<file path="config.mk">
export PLATFORM = sky130hd
export DESIGN_NAME = cache_mem_arbiter
export DESIGN_NICKNAME = d
export VERILOG_FILES = /design/src/rtl/cache_mem_arbiter.sv
export SDC_FILE = /design/constraint.sdc
export NUM_CORES = 1
export LEC_CHECK = 0
export CORE_AREA = 2 2 133 135
export DETAILED_ROUTE_END_ITERATION = 7
export DIE_AREA = 0 0 135 137
export HOLD_SLACK_MARGIN = 0.03
export PLACE_DENSITY = 0.59
export SLEW_MARGIN = 10
export SYNTH_ARGS = -nofsm -noshare
export SYNTH_HDL_FRONTEND = slang
export SYNTH_SLANG_ARGS = --single-unit
</file>
<file path="constraint.sdc">
create_clock -name Clk -period 3.4 [get_ports Clk]
set_input_delay 0.68 -clock Clk [delete_from_list [all_inputs] [get_ports Clk]]
set_output_delay 0.68 -clock Clk [all_outputs]
set_load 0.01 [all_outputs]
</file>
<file path="src/rtl/cache_mem_arbiter.sv">
// cache_mem_arbiter: two-requester front end for a simple dual-port cache RAM.
// The read and write ports are arbitrated independently, each round-robin.
// A tag pipeline that is RD_LAT stages deep steers each read response back to
// the requester that issued it.
// Ports: Clk/Rst_n (async active-low); req{0,1}_{valid,we,addr,wdata,ready};
//        rsp{0,1}_{valid,rdata}; mem_{rdaddress,wraddress,data,wren,q} to RAM;
//        conflict_cnt = saturating count of cycles with a stalled request.
// Option: when `CACHE_ARB_BYPASS_EN is defined, a read and a write granted to the
//         same address in the same cycle return the new write data, not mem_q.
module cache_mem_arbiter #(
    parameter int unsigned ADDR_W = 32,
    parameter int unsigned DATA_W = 32,
    parameter int unsigned RD_LAT = 1,
    parameter int unsigned CNT_W  = 16
) (
    input  logic              Clk,
    input  logic              Rst_n,
    input  logic              req0_valid,
    input  logic              req0_we,
    input  logic [ADDR_W-1:0] req0_addr,
    input  logic [DATA_W-1:0] req0_wdata,
    output logic              req0_ready,
    input  logic              req1_valid,
    input  logic              req1_we,
    input  logic [ADDR_W-1:0] req1_addr,
    input  logic [DATA_W-1:0] req1_wdata,
    output logic              req1_ready,
    output logic              rsp0_valid,
    output logic [DATA_W-1:0] rsp0_rdata,
    output logic              rsp1_valid,
    output logic [DATA_W-1:0] rsp1_rdata,
    output logic [ADDR_W-1:0] mem_rdaddress,
    output logic [ADDR_W-1:0] mem_wraddress,
    output logic [DATA_W-1:0] mem_data,
    output logic              mem_wren,
    input  logic [DATA_W-1:0] mem_q,
    output logic [CNT_W-1:0]  conflict_cnt
);

    localparam int unsigned LAST = RD_LAT - 1;

    logic rd_prio;
    logic wr_prio;
    logic rd_cand0, rd_cand1, wr_cand0, wr_cand1;
    logic rd_gnt0, rd_gnt1, wr_gnt0, wr_gnt1;
    logic rd_any, wr_any;
    logic stall;
    logic [DATA_W-1:0] rsp_data;

    logic [RD_LAT-1:0] tag_vld;
    logic [RD_LAT-1:0] tag_id;

    // Grant logic: the prio pointer picks the winner only when both requesters contend
    always_comb begin
        rd_cand0 = req0_valid && !req0_we;
        rd_cand1 = req1_valid && !req1_we;
        wr_cand0 = req0_valid && req0_we;
        wr_cand1 = req1_valid && req1_we;
        rd_gnt0  = Rst_n && rd_cand0 && (!rd_cand1 || !rd_prio);
        rd_gnt1  = Rst_n && rd_cand1 && (!rd_cand0 || rd_prio);
        wr_gnt0  = Rst_n && wr_cand0 && (!wr_cand1 || !wr_prio);
        wr_gnt1  = Rst_n && wr_cand1 && (!wr_cand0 || wr_prio);
        rd_any   = rd_gnt0 || rd_gnt1;
        wr_any   = wr_gnt0 || wr_gnt1;
    end

    assign req0_ready = rd_gnt0 || wr_gnt0;
    assign req1_ready = rd_gnt1 || wr_gnt1;

    // RAM-side muxes; idle ports drive zeros
    always_comb begin
        mem_rdaddress = '0;
        mem_wraddress = '0;
        mem_data      = '0;
        mem_wren      = wr_any;
        if (rd_gnt0)      mem_rdaddress = req0_addr;
        else if (rd_gnt1) mem_rdaddress = req1_addr;
        if (wr_gnt0) begin
            mem_wraddress = req0_addr;
            mem_data      = req0_wdata;
        end else if (wr_gnt1) begin
            mem_wraddress = req1_addr;
            mem_data      = req1_wdata;
        end
    end

    // Priority pointers move to the loser after a contended cycle
    always_ff @(posedge Clk or negedge Rst_n) begin
        if (!Rst_n) begin
            rd_prio <= 1'b0;
            wr_prio <= 1'b0;
        end else begin
            if (rd_cand0 && rd_cand1) rd_prio <= rd_gnt0;
            if (wr_cand0 && wr_cand1) wr_prio <= wr_gnt0;
        end
    end

    // Tag pipeline: stage 0 is loaded on the grant edge, so the last stage lines up with mem_q
    always_ff @(posedge Clk or negedge Rst_n) begin
        if (!Rst_n) begin
            tag_vld <= '0;
            tag_id  <= '0;
        end else begin
            tag_vld[0] <= rd_any;
            tag_id[0]  <= rd_gnt1;
            for (int unsigned i = 1; i < RD_LAT; i++) begin
                tag_vld[i] <= tag_vld[i-1];
                tag_id[i]  <= tag_id[i-1];
            end
        end
    end

`ifdef CACHE_ARB_BYPASS_EN
    logic [RD_LAT-1:0] tag_byp;
    logic [DATA_W-1:0] tag_wdata [RD_LAT];
    logic              byp_hit;

    // A same-cycle write to the address being read wins over the stale RAM data
    assign byp_hit = rd_any && wr_any && (mem_rdaddress == mem_wraddress);

    always_ff @(posedge Clk or negedge Rst_n) begin
        if (!Rst_n) begin
            tag_byp <= '0;
            for (int unsigned i = 0; i < RD_LAT; i++) tag_wdata[i] <= '0;
        end else begin
            tag_byp[0]   <= byp_hit;
            tag_wdata[0] <= mem_data;
            for (int unsigned i = 1; i < RD_LAT; i++) begin
                tag_byp[i]   <= tag_byp[i-1];
                tag_wdata[i] <= tag_wdata[i-1];
            end
        end
    end

    assign rsp_data = tag_byp[LAST] ? tag_wdata[LAST] : mem_q;
`else
    assign rsp_data = mem_q;
`endif

    assign rsp0_valid = tag_vld[LAST] && !tag_id[LAST];
    assign rsp1_valid = tag_vld[LAST] && tag_id[LAST];
    assign rsp0_rdata = rsp_data;
    assign rsp1_rdata = rsp_data;

    // Conflict counter: at most one requester can stall per cycle; it saturates instead of wrapping
    assign stall = (req0_valid && !req0_ready) || (req1_valid && !req1_ready);

    always_ff @(posedge Clk or negedge Rst_n) begin
        if (!Rst_n) begin
            conflict_cnt <= '0;
        end else if (stall && (conflict_cnt != '1)) begin
            conflict_cnt <= conflict_cnt + CNT_W'(1);
        end
    end

endmodule

</file>
==> metrics.md <==
| Metric | Value |
|---|---|
| Ordered list of cells on the worst path | clkdlybuf4s50_1, buf_4, and3_1, nor2_4, buf_12, buf_16, a22o_1, clkdlybuf4s50_1 |
| Slew @ Worst Pin | 381 ps |
| Leak | 2.24 nW |
| H-Tree Depth | 1 |
| Outcome | finished, final reports clean |
| Switching Power | 0.499 mW |
| Sequential share of the synthesized area | 0.199 |
| DP Wirelength | 9.49 mm |
| Clock Pin Slew Worst Setup and Hold Paths | 60 ps |
| GRT Total Usage | 0.119 |
| Crit-path slowest cell | clkdlybuf4s50_1 |
| Crit path kind | in2out |
| # setup viols final | 0 |
| Most frequent CP cell | clkdlybuf4s50_1 |
| Nets | 640 |
| RSZ-0062 raised after global routing | true |
| Worst-skew pair later-pin latency | 250 ps |
| PortBufs | 250 |
| CP required | 2720 ps |
| Largest net degree at the start of global routing | 45 |
| Synthesized netlist cell count | 285 |
| Hold buffers post-CTS | 0 |
| Initial antenna violation count | 0 |
| Reg power frac | 0.290 |
| DRT iter0 DRCs | 95 |
| Final Hold Viols | 0 |
| CTS buffer count | 3 |
| Distinct cells, synth | 41 |
| Register bit total from synthesis | 20 |
| First-pass GRT wire length | 17.2 mm |
| Tcrit/Tclk final | 0.980 |
| Routability cong. | 0.821 |
| WL final | 12.5 mm |
| Layout area overhead | 105% |
| Tmin final | 3330 ps |
| Share of cells above drive strength 1 | 0.0869 |
| Clock skew | 0.861 ps |
| # DRC | 0 |
| CTS Root Cell | clkbuf_16 |
| Fin util | 0.302 |
| Commonest non-fill, non-tap cells in the layout | clkdlybuf4s50_1, a22o_1, dfrtp_1, dlymetal6s2s_1, xor2_1 |
| Combinational share of power | 0.531 |
| EDFF count, synth | 0 |
| Vias per cell | 4.36 |
| Clock Power Share | 0.179 |
| Num ports | 347 |
| Crit. End Element | primary output |
| Critical path peak fanout | 12 |
| Cell-internal power | 0.986 mW |
| DIE WIDTH | 135 um |
| Syn nets | 452 |
| Hold Slack | 498 ps |
| CTS Sinks | 20 |
| Slew Viols, Final | 0 |
| Worst min path class | reg2reg |
| First-pass DRT Iterations | 5 |
| Largest stage delay, worst path | 500 ps |
| Critical path arrival | 2650 ps |
| CTS tree | built |
| Total power | 1.48 mW |
| Slew Limit Headroom | 0.746 |
| Yosys warning count | 0 |
| Nature of the critical path startpoint | input port |
| Antenna violation net count after detailed routing | 0 |
| Wire length per cell | 18.0 um |
| Vias | 3,039 |
| Power Density | 288 mW/mm^2 |
| Die Height | 137 um |
| Switch share | 0.336 |
| Max IR drop VDD | 0.211 mV |
| Initial core utilization | 0.147 |
| Count of maximum capacitance violations | 0 |
| Mapped cell area | 0.00251 sq mm |
| Rows | 48 |
| CORE AREA | 0.0171 sq mm |
| Die area | 0.0185 sq mm |
| GR Overflow Total | 0 |
| Predominant post-synthesis flop cell | dfrtp_1 |
| Vias in the first global route | 3,051 |
| Commonest non-fill, non-tap cell in the layout | clkdlybuf4s50_1 |
| Syn_area_per_cell | 8.81 sq um |
| Diode count | 0 |
| F_max | 300 MHz |
| Clk buf depth | 2 |
| Asr flop ratio synth | 1.00 |
## critical path, delay by kind of cell
family / cells / cell delay (ps)
AOI/OAI and AO/OA: 1 / 220
and+or+nand+nor: 2 / 320
buffers and inverters: 5 / 1430
## final cells by class
class,count,area (sq um)
clock buffer,4,88.8
fill,1788,11900
inverter,3,13.8
multi-input combinational,176,1450
sequential,20,500
tap,225,282
timing repair buffer,269,2820
## per-stage QoR
step	setup TNS, ps	worst slack [ps]	instance area [sq um]	cells
3_3_place_gp	-122	-64.1	4910	689
6_report	0	68.1	5150	697
5_1_grt	-207	-36.2	5150	697
2_1_floorplan	0	964	2510	285
4_1_cts	-1220	-54.7	5050	695
3_5_place_dp	-761	-63.8	4910	689
## path summary, 6_finish.rpt
kind                                  start                to  slack (ps)  depth (start not counted)
max in group asynchronous             Rst_n  conflict_cnt[11]        2250                          3
min in group asynchronous             Rst_n           wr_prio         750                          2
setup / recovery                 req1_valid       mem_data[2]          70                          8
setup reg to reg            conflict_cnt[0]   conflict_cnt[1]        1320                          6
hold / removal             conflict_cnt[15]  conflict_cnt[15]         500                          1
hold reg to reg            conflict_cnt[15]  conflict_cnt[15]         500                          1
## cells by family (layout without fill, tap and decap cells)
kind of cell / count (synthesis) / count (layout) / synth area share
DFF: 20 / 20 / 0.199
xor gates and xnor gates: 15 / 15 / 0.0523
buffers and inverters: 89 / 276 / 0.232
AOI/OAI and AO/OA: 103 / 103 / 0.363
muxes: 2 / 2 / 0.0105
and+or+nand+nor: 55 / 55 / 0.137
adders and majority gates: 1 / 1 / 0.00498
## flip-flops by register name, summed over array words and instances, names as in the netlist
register      cells
tag_id            1
conflict_cnt     16
wr_prio           1
rd_prio           1
tag_vld           1
## power groups by stage
stage	logic (mW)	registers, mW	clock network [mW]
CTS	0.792	0.432	0.272
global placement	0.772	0.430	0
floorplan	0.331	0.446	0
global route	0.840	0.447	0.285
detailed placement	0.780	0.436	0
finish	0.788	0.430	0.266
## what timing repair did
item / in CTS / in global routing
pin swaps: 0 / 1
resized for setup: 7 / 23
gates cloned: 2 / 1
setup endpoints to repair: 38 / 60
buffers inserted: 0 / 1
## Yosys cell counts (all sizes together) (2+ instances only)
master  count  area (sq um)
mux2        2          26.3
buf        69           508
nor3b       3          27.5
nand2       8          30.0
xnor2       2          17.5
xor2       13           114
dfrtp      20           500
and2        2          12.5
nor3        8          40.0
nor2        4          17.5
or3         3          23.8
nand3       8          40.0
nor4        4          37.5
a22o       96           841
nor2b       2          12.5
a21boi      2          15.0
or2b        2          15.0
clkbuf     17          63.8
inv         3          11.3
nand4       5          37.5
## per-layer routing
layer | part of all wire | global-route usage | up-vias
li1 | - | - | 1409
met5 | 0 | 0 | -
met4 | 0.0090 | 0.0220 | 0
met2 | 0.52 | 0.217 | 189
met3 | 0.083 | 0.0319 | 15
met1 | 0.38 | 0.141 | 1426
Note: power is estimated with default switching activity, not from simulation.
